==> config.mk <==
export PLATFORM = sky130hd
export DESIGN_NAME = temporal_digit_slicer_flat
export DESIGN_NICKNAME = d
export VERILOG_FILES = /design/src/rtl/temporal_digit_slicer_if.sv /design/src/rtl/temporal_digit_slicer.sv /design/src/flat_wrapper.sv
export SDC_FILE = /design/constraint.sdc
export NUM_CORES = 1
export LEC_CHECK = 0
export ABC_CLOCK_PERIOD_IN_PS = 1700
export CAP_MARGIN = 5
export CORE_MARGIN = 3
export CORE_UTILIZATION = 45
export CTS_BUF_LIST = sky130_fd_sc_hd__clkbuf_2 sky130_fd_sc_hd__clkbuf_4 sky130_fd_sc_hd__clkbuf_8
export DETAILED_ROUTE_END_ITERATION = 6
export HOLD_SLACK_MARGIN = 0.05
export PLACE_DENSITY = 0.84
export SKIP_CTS_REPAIR_TIMING = 1
export SLEW_MARGIN = 5
export SYNTH_ARGS = -nofsm -noshare
export SYNTH_HDL_FRONTEND = slang
export SYNTH_SLANG_ARGS = --single-unit
==> constraint.sdc <==
create_clock -name clk -period 1.7 [get_ports clk]
set_input_delay 0.17 -clock clk [delete_from_list [all_inputs] [get_ports clk]]
set_output_delay 0.17 -clock clk [all_outputs]
set_load 0.1 [all_outputs]
==> src/rtl/temporal_digit_slicer_if.sv <==
// Operand-in / digit-out handshake bundle for the temporal digit slicer.
// The slave modport is the slicer; the master modport is its environment.
interface temporal_digit_slicer_if #(
    parameter int DATA_WIDTH  = 8,
    parameter int DIGIT_WIDTH = 2
);
    localparam int NUM_DIGITS = DATA_WIDTH / DIGIT_WIDTH;
    localparam int IDX_WIDTH  = (NUM_DIGITS > 1) ? $clog2(NUM_DIGITS) : 1;

    logic                   in_valid;
    logic                   in_ready;
    logic [DATA_WIDTH-1:0]  in_data;
    logic                   out_valid;
    logic                   out_ready;
    logic [DIGIT_WIDTH:0]   out_digit;
    logic [IDX_WIDTH-1:0]   out_idx;
    logic                   out_first;
    logic                   out_last;

    modport master (
        output in_valid, in_data, out_ready,
        input  in_ready, out_valid, out_digit, out_idx, out_first, out_last
    );

    modport slave (
        input  in_valid, in_data, out_ready,
        output in_ready, out_valid, out_digit, out_idx, out_first, out_last
    );
endinterface

==> src/rtl/temporal_digit_slicer.sv <==
// Slices a signed operand into DIGIT_WIDTH-bit digits, LSB digit first; low
// digits are unsigned and the top digit carries the sign for recombination.
module temporal_digit_slicer #(
    parameter int DATA_WIDTH  = 8,
    parameter int DIGIT_WIDTH = 2
) (
    input  logic                   clk,
    input  logic                   rst_n,
    temporal_digit_slicer_if.slave bus
);
    localparam int NUM_DIGITS = DATA_WIDTH / DIGIT_WIDTH;
    localparam int IDX_WIDTH  = (NUM_DIGITS > 1) ? $clog2(NUM_DIGITS) : 1;
    localparam logic [IDX_WIDTH-1:0] LAST_IDX = IDX_WIDTH'(NUM_DIGITS - 1);

    generate
        if ((DATA_WIDTH % DIGIT_WIDTH) != 0 || NUM_DIGITS < 2) begin : g_bad_params
            $error("temporal_digit_slicer: DATA_WIDTH must be a multiple of DIGIT_WIDTH with at least two digits");
        end
    endgenerate

    typedef enum logic {IDLE, EMIT} state_t;

    state_t                 state;
    state_t                 state_next;
    logic [DATA_WIDTH-1:0]  hold_reg;
    logic [DATA_WIDTH-1:0]  hold_next;
    logic [IDX_WIDTH-1:0]   idx_reg;
    logic [IDX_WIDTH-1:0]   idx_next;
    logic [DIGIT_WIDTH-1:0] low_bits;
    logic                   emitting;
    logic                   at_last;

    assign emitting = (state == EMIT);
    assign at_last  = emitting && (idx_reg == LAST_IDX);
    assign low_bits = hold_reg[DIGIT_WIDTH-1:0];

    always_ff @(posedge clk or negedge rst_n) begin
        if (!rst_n) begin
            state    <= IDLE;
            hold_reg <= '0;
            idx_reg  <= '0;
        end else begin
            state    <= state_next;
            hold_reg <= hold_next;
            idx_reg  <= idx_next;
        end
    end

    // Finishing the last digit and accepting a new operand share one edge,
    // which is what gives back-to-back operands without a bubble.
    always_comb begin
        state_next = state;
        hold_next  = hold_reg;
        idx_next   = idx_reg;
        case (state)
            IDLE: begin
                if (bus.in_valid) begin
                    hold_next  = bus.in_data;
                    idx_next   = '0;
                    state_next = EMIT;
                end
            end
            EMIT: begin
                if (bus.out_ready) begin
                    if (!at_last) begin
                        hold_next = hold_reg >> DIGIT_WIDTH;
                        idx_next  = idx_reg + IDX_WIDTH'(1);
                    end else if (bus.in_valid) begin
                        hold_next = bus.in_data;
                        idx_next  = '0;
                    end else begin
                        state_next = IDLE;
                    end
                end
            end
            default: state_next = IDLE;
        endcase
    end

    assign bus.in_ready  = !emitting || (at_last && bus.out_ready);
    assign bus.out_valid = emitting;
    assign bus.out_first = emitting && (idx_reg == '0);
    assign bus.out_last  = at_last;
    assign bus.out_idx   = emitting ? idx_reg : '0;

    // Only the top digit is sign-extended; the others are plain magnitudes.
    assign bus.out_digit = !emitting ? '0 :
                           at_last   ? {low_bits[DIGIT_WIDTH-1], low_bits} :
                                       {1'b0, low_bits};
endmodule
==> src/flat_wrapper.sv <==
// flat-port wrapper written by rule: the top's interface ports become plain ports
module temporal_digit_slicer_flat 
#(
    parameter int DATA_WIDTH  = 8,
    parameter int DIGIT_WIDTH = 2
)
  (clk, rst_n, bus_in_valid, bus_in_data, bus_out_ready, bus_in_ready, bus_out_valid, bus_out_digit, bus_out_idx, bus_out_first, bus_out_last);
  temporal_digit_slicer_if #(.DATA_WIDTH(DATA_WIDTH), .DIGIT_WIDTH(DIGIT_WIDTH)) bus_i ();
  input  logic clk;
  input  logic rst_n;
  input wire logic [$bits(bus_i.in_valid)-1:0] bus_in_valid;
  input wire logic [$bits(bus_i.in_data)-1:0] bus_in_data;
  input wire logic [$bits(bus_i.out_ready)-1:0] bus_out_ready;
  output wire logic [$bits(bus_i.in_ready)-1:0] bus_in_ready;
  output wire logic [$bits(bus_i.out_valid)-1:0] bus_out_valid;
  output wire logic [$bits(bus_i.out_digit)-1:0] bus_out_digit;
  output wire logic [$bits(bus_i.out_idx)-1:0] bus_out_idx;
  output wire logic [$bits(bus_i.out_first)-1:0] bus_out_first;
  output wire logic [$bits(bus_i.out_last)-1:0] bus_out_last;
  assign bus_i.in_valid = bus_in_valid;
  assign bus_i.in_data = bus_in_data;
  assign bus_i.out_ready = bus_out_ready;
  assign bus_in_ready = bus_i.in_ready;
  assign bus_out_valid = bus_i.out_valid;
  assign bus_out_digit = bus_i.out_digit;
  assign bus_out_idx = bus_i.out_idx;
  assign bus_out_first = bus_i.out_first;
  assign bus_out_last = bus_i.out_last;
  temporal_digit_slicer #(.DATA_WIDTH(DATA_WIDTH), .DIGIT_WIDTH(DIGIT_WIDTH)) u_core (.clk(clk), .rst_n(rst_n), .bus(bus_i));
endmodule
==> impl_metrics.env, run 1 <==
export IMPL_routed_via_density=5.68
export IMPL_dr_pass1_iters=4
export IMPL_skew_ns=0.00699
export IMPL_ys_seq_elements=11
export IMPL_synthCells=56
export IMPL_required_ns=1.53
export IMPL_drtIter0Drc=13
export IMPL_io_pin_count=21
export IMPL_synth_xor_area_share=0
export IMPL_finalSetupViolCount=0
export IMPL_grt_antenna_before_repair=0
export IMPL_crit_arrival_ns=1.48
export IMPL_dieArea_sq_um=1830
export IMPL_status="finished, final reports clean"
export IMPL_row_count=12
export IMPL_finalWeightedCongestion=0.803
export IMPL_synth_compound_area_frac=0.232
export IMPL_clk_latency_ns=0.28
export IMPL_cp_slowest_stage_delay_ns=0.45
export IMPL_muxShareOfSynthArea=0.0410
export IMPL_multi_input_area_sq_um=327
export IMPL_synth_simple_area_share=0.174
export IMPL_synth_seq_area_share=0.451
export IMPL_critPathMaxFanout=7
export IMPL_avgSynthCellArea_sq_um=10.9
export IMPL_cts_buffer_depth=2
export IMPL_grt_max_degree=15
export IMPL_reg2reg_to="u_core.hold_reg[6]$_DFFE_PN0P_"
export IMPL_portBuffers=20
export IMPL_grt_pass1_vias=497
export IMPL_cts_tree="done"
export IMPL_ys_types=23
export IMPL_crit_start="u_core.idx_reg[0]$_DFFE_PN0P_"
export IMPL_routedWlPerCell_um=15.6
export IMPL_path_clk_slew_ns=0.07
export IMPL_final_max_slew_viol_count=0
export IMPL_core_area_sq_um=1190
export IMPL_relSlewSlack=0.666
export IMPL_synth_edf_count=0
export IMPL_ys_top_cells_by_count="dfrtp_1, inv_1, and2_1"
export IMPL_largest_reg_flops=8
export IMPL_drcViolationCount=0
export IMPL_synth_area_sq_um=611
export IMPL_numClockSinks=11
export IMPL_grt_pass1_wl_um=2330
export IMPL_cts_root_buffer_cell="clkbuf_4"
export IMPL_drive_above_1_share=0.400
export IMPL_met2_usage=0.284
export IMPL_fmax_mhz=605
export IMPL_reg2reg_depth=5
export IMPL_yosysMostFrequentCell="dfrtp_1"
export IMPL_hold_viol_final=0
export IMPL_crit_chain="ha_4, a21boi_4, clkinvlp_4, buf_12"
export IMPL_finalCritPeriodShare=0.972
export IMPL_layout_area_seq_sq_um=280
export IMPL_wl_um=1470
export IMPL_grt_busiest_layer="met2"
export IMPL_die_y_um=42.8
export IMPL_synthAdderAreaFrac=0.0410
export IMPL_worst_setup_path_type="reg -> out"
export IMPL_grt_overflow=0
export IMPL_ant_nets=0
export IMPL_synth_nets=70
export IMPL_hp_class="in -> async"
export IMPL_yosysWarnings=0
export IMPL_area_delta_synth_final_pct=61.5
export IMPL_synth_top_cell_area_share=0.451
export IMPL_fin_crit_ns=1.65
export IMPL_fillCellCount=58
export IMPL_synthFlopType="dfrtp_1"
export IMPL_r2r_slack_ns=0.30
export IMPL_start_util=0.515
export IMPL_synth_top_family_by_area="compound AO/OA/AOI/OAI gates"
export IMPL_synth_top_area_cell="dfrtp_1"
export IMPL_synth_area_top_cells="dfrtp_1, and2_1, inv_1"
export IMPL_antennaDiodeCount=0
export IMPL_async_flop_share=1.00
export IMPL_cts_buffers=3
export IMPL_htreeDepth=1
export IMPL_setup_worst_path_start_class="register"
export IMPL_dp_hpwl_um=1120
export IMPL_finalNetCount=95
export IMPL_grtUsageMet1=0.223
export IMPL_fin_cells=94
export IMPL_crit_slowest_cell="dfrtp_2"
export IMPL_grt_use_met3=0.0381
export IMPL_place_inst=89
export IMPL_end_kind="output pin"
export IMPL_r2r_start="u_core.idx_reg[0]$_DFFE_PN0P_"
export IMPL_worst_slew_pin_slew_ns=0.499
export IMPL_maxCapViolCount=0
export IMPL_num_vias=534
export IMPL_track_usage=0.171
export IMPL_die_w_um=42.8
[worst max path at each step]
stage | to | slack [ns] | cells past startpoint
6_report | bus_in_ready | 0.05 | 4
5_1_grt | bus_in_ready | -0.003 | 4
4_1_cts | bus_in_ready | -0.07 | 4
3_5_place_dp | u_core.hold_reg[7]$_DFFE_PN0P_ | 0.22 | 4
3_3_place_gp | u_core.hold_reg[7]$_DFFE_PN0P_ | 0.23 | 4
2_1_floorplan | u_core.bus.out_valid$_DFF_PN0_ | 0.04 | 3
[metrics by stage]
step           utilization  instance area (sq um)  TNS (ns)  setup WS [ns]  hold WS, ns
4_1_cts              0.813                    965   -0.0736        -0.0736        0.249
3_5_place_dp         0.788                    935         0          0.218        0.479
2_1_floorplan            -                    634         0         0.0424       -0.126
6_report             0.831                    986         0         0.0470        0.224
5_1_grt              0.831                    986  -0.00327       -0.00327        0.269
3_3_place_gp         0.788                    935         0          0.229        0.479
[worst max-delay path, delay by kind of cell (launching register included)]
family	cells	cell delay, ns
flip-flops	1	0.45
buffers and inverters	2	0.34
AO/OA/AOI/OAI	1	0.23
adder cells (fa/ha/maj)	1	0.20
[metal layers]
metal / share of wire / wire length [um]
met1: 0.39 / 578
met2: 0.52 / 771
met3: 0.059 / 86
met4: 0.022 / 33
met5: 0 / 0
[cell usage in the layout (no fill, tap or decap), drive strengths merged]
| master | Yosys | routed |
|---|---|---|
| nand3b | 1 | 1 |
| mux2i | 1 | 1 |
| and2b | 1 | 1 |
| clkbuf | 0 | 4 |
| and3b | 2 | 2 |
| and2 | 6 | 6 |
| o32ai | 3 | 3 |
| a22o | 2 | 2 |
| dfrtp | 11 | 11 |
| ha | 2 | 2 |
| nor2 | 1 | 1 |
| a21boi | 1 | 1 |
| a21o | 1 | 1 |
| inv | 8 | 7 |
| clkdlybuf4s50 | 0 | 11 |
| a31oi | 2 | 2 |
| a21oi | 4 | 4 |
| o2bb2ai | 3 | 3 |
| mux2 | 1 | 1 |
| buf | 1 | 10 |
| o22ai | 1 | 1 |
| clkinvlp | 0 | 1 |
| nand2b | 1 | 1 |
| nand2 | 2 | 2 |
| and3 | 1 | 1 |
[cells by family after synthesis]
| family | Yosys count |
|---|---|
| flops | 11 |
| compound gates | 17 |
| mux | 2 |
| fa+ha+maj | 2 |
| simple gates | 15 |
| buf+inv | 9 |
[layout make-up]
class,instances,share of cell area
Tap cell,14,0.0178
Timing Repair Buffer,21,0.302
Multi-Input combinational cell,36,0.331
Sequential cell,11,0.284
Inverter,8,0.0343
Clock buffer,4,0.0305
Power of run 1 is left out: the tool's default activity adds up to more than one toggle a clock period on the data nets, which glitch-free logic cannot reach.
==> run 2, diff against run 1 <==
- ABC_CLOCK_PERIOD_IN_PS: 1700 -> 1500
- CORE_UTILIZATION: 45 -> 41
- PLACE_DENSITY: 0.84 -> 0.8
- clock period: 1.7 -> 1.5 ns (I/O delays scaled with it)
==> run 2 against run 1 <==
The run now ends with setup timing left. Non-clock buffer count up 3. Final area up 2.4%. Clock skew down 0.0027 ns. Critical path depth unchanged. Worst setup slack worse by 0.10 ns. Count of clock-buffer cells in the layout down 1.
==> impl_metrics.env, run 2 (same netlist as run 1, synthesis figures left out) <==
export IMPL_ant_nets=0
export IMPL_cp_top_family="flip-flops"
export IMPL_drive_above_1_share=0.410
export IMPL_cp_slowest_stage_delay_ns=0.43
export IMPL_fillCellCount=95
export IMPL_finalSetupViolCount=2
export IMPL_critPathMaxFanout=6
export IMPL_row_count=13
export IMPL_crit_slowest_cell="dfrtp_1"
export IMPL_cts_buffers=3
export IMPL_portBuffers=20
export IMPL_worst_setup_path_type="reg -> out"
export IMPL_core_area_sq_um=1350
export IMPL_setup_worst_path_start_class="register"
export IMPL_violations="setup timing"
export IMPL_path_buf_inv=2
export IMPL_final_max_slew_viol_count=0
export IMPL_numClockSinks=11
export IMPL_finalCritPeriodShare=1.04
export IMPL_mostFrequentLayoutCells="clkdlybuf4s50_1, dfrtp_1, buf_12"
export IMPL_hold_viol_final=0
export IMPL_cts_root_buffer_cell="clkbuf_4"
export IMPL_die_y_um=44.6
export IMPL_crit_arrival_ns=1.41
export IMPL_skew_ns=0.00426
export IMPL_grt_pass1_wl_um=2170
export IMPL_start_util=0.452
export IMPL_worst_slack_ns=-0.0560
export IMPL_grt_pass1_vias=489
export IMPL_crit_start="u_core.idx_reg[0]$_DFFE_PN0P_"
export IMPL_status="finished, violations left"
export IMPL_place_inst=91
export IMPL_grt_antenna_before_repair=0
export IMPL_fin_cells=98
export IMPL_maxCapViolCount=0
export IMPL_finalWeightedCongestion=0.739
export IMPL_grt_max_degree=15
export IMPL_finalNetCount=98
export IMPL_worst_hold_slack_ns=0.204
export IMPL_layout_cells_most_common="clkdlybuf4s50_1"
export IMPL_die_w_um=44.6
export IMPL_num_vias=522
export IMPL_crit_cells=4
export IMPL_crit_chain="ha_4, a21boi_4, clkinvlp_4, buf_12"
export IMPL_hp_class="in -> async"
export IMPL_reg2reg_depth=5
export IMPL_drtIter0Drc=13
export IMPL_r2r_start="u_core.idx_reg[0]$_DFFE_PN0P_"
export IMPL_cts_tree="done"
export IMPL_relSlewSlack=0.669
export IMPL_rsz0062_at_grt="true"
export IMPL_fin_crit_ns=1.56
export IMPL_fmax_mhz=643
export IMPL_dr_pass1_iters=4
export IMPL_largest_reg_flops=8
export IMPL_cts_buffer_depth=2
export IMPL_grt_overflow=0
export IMPL_routedWlPerCell_um=14.4
export IMPL_antennaDiodeCount=0
export IMPL_clk_latency_ns=0.28
export IMPL_drcViolationCount=0
export IMPL_tns_ns=-0.0842
export IMPL_post_route_util=0.748
export IMPL_end_kind="output pin"
export IMPL_track_usage=0.162
export IMPL_area_delta_synth_final_pct=65.4
export IMPL_dp_hpwl_um=1060
export IMPL_required_ns=1.35
export IMPL_worst_slew_pin_slew_ns=0.495
export IMPL_htreeDepth=1
export IMPL_dieArea_sq_um=1990
export IMPL_routed_via_density=5.33
export IMPL_path_clk_slew_ns=0.07
export IMPL_io_pin_count=21
export IMPL_wl_um=1410
==> run 2: final timing paths <==
kind | to | slack (ns)
min in group clk | u_core.hold_reg[7]$_DFFE_PN0P_ | 0.48
max in group asynchronous | u_core.bus.out_valid$_DFF_PN0_ | 0.92
worst min-delay path | u_core.hold_reg[1]$_DFFE_PN0P_ | 0.20
worst max register to register | u_core.hold_reg[6]$_DFFE_PN0P_ | 0.14
worst max-delay path | bus_in_ready | -0.06
worst min register to register | u_core.hold_reg[5]$_DFFE_PN0P_ | 0.50
==> run 2: worst reg2reg max path: stages, from the launching register on <==
cell and delay, ns:
dfrtp_1 0.43, ha_4 0.21, a21boi_4 0.19, buf_4 0.16, nor2_2 0.04, a22o_1 0.23
==> run 2: per-stage QoR <==
stage | setup WS (ns) | cell area, sq um
final | -0.0560 | 1010
after global routing | -0.108 | 1010
after CTS | -0.262 | 971
after detailed placement | 0.0434 | 943
after global placement | 0.0572 | 943
after floorplan | -0.132 | 634
==> run 2: metal layers <==
layer  up-vias  part of all wire  track usage
li1        256                 -            -
met1       244              0.42        0.177
met3         4             0.061       0.0772
met5         -                 0            0
met2        18              0.49        0.255
met4         0             0.024       0.0904
==> run 2: area by class of cell <==
cell class	instances	area, sq um	share of cell area
multi-input combinational	36	327	0.323
timing repair buffer	24	324	0.321
sequential	11	279	0.276
inverter	8	33.8	0.0335
clock buffer	3	22.5	0.0223
tap	15	18.8	0.0186
clock inverter	1	5.00	0.00496
Power of run 2 is left out for the same reason.
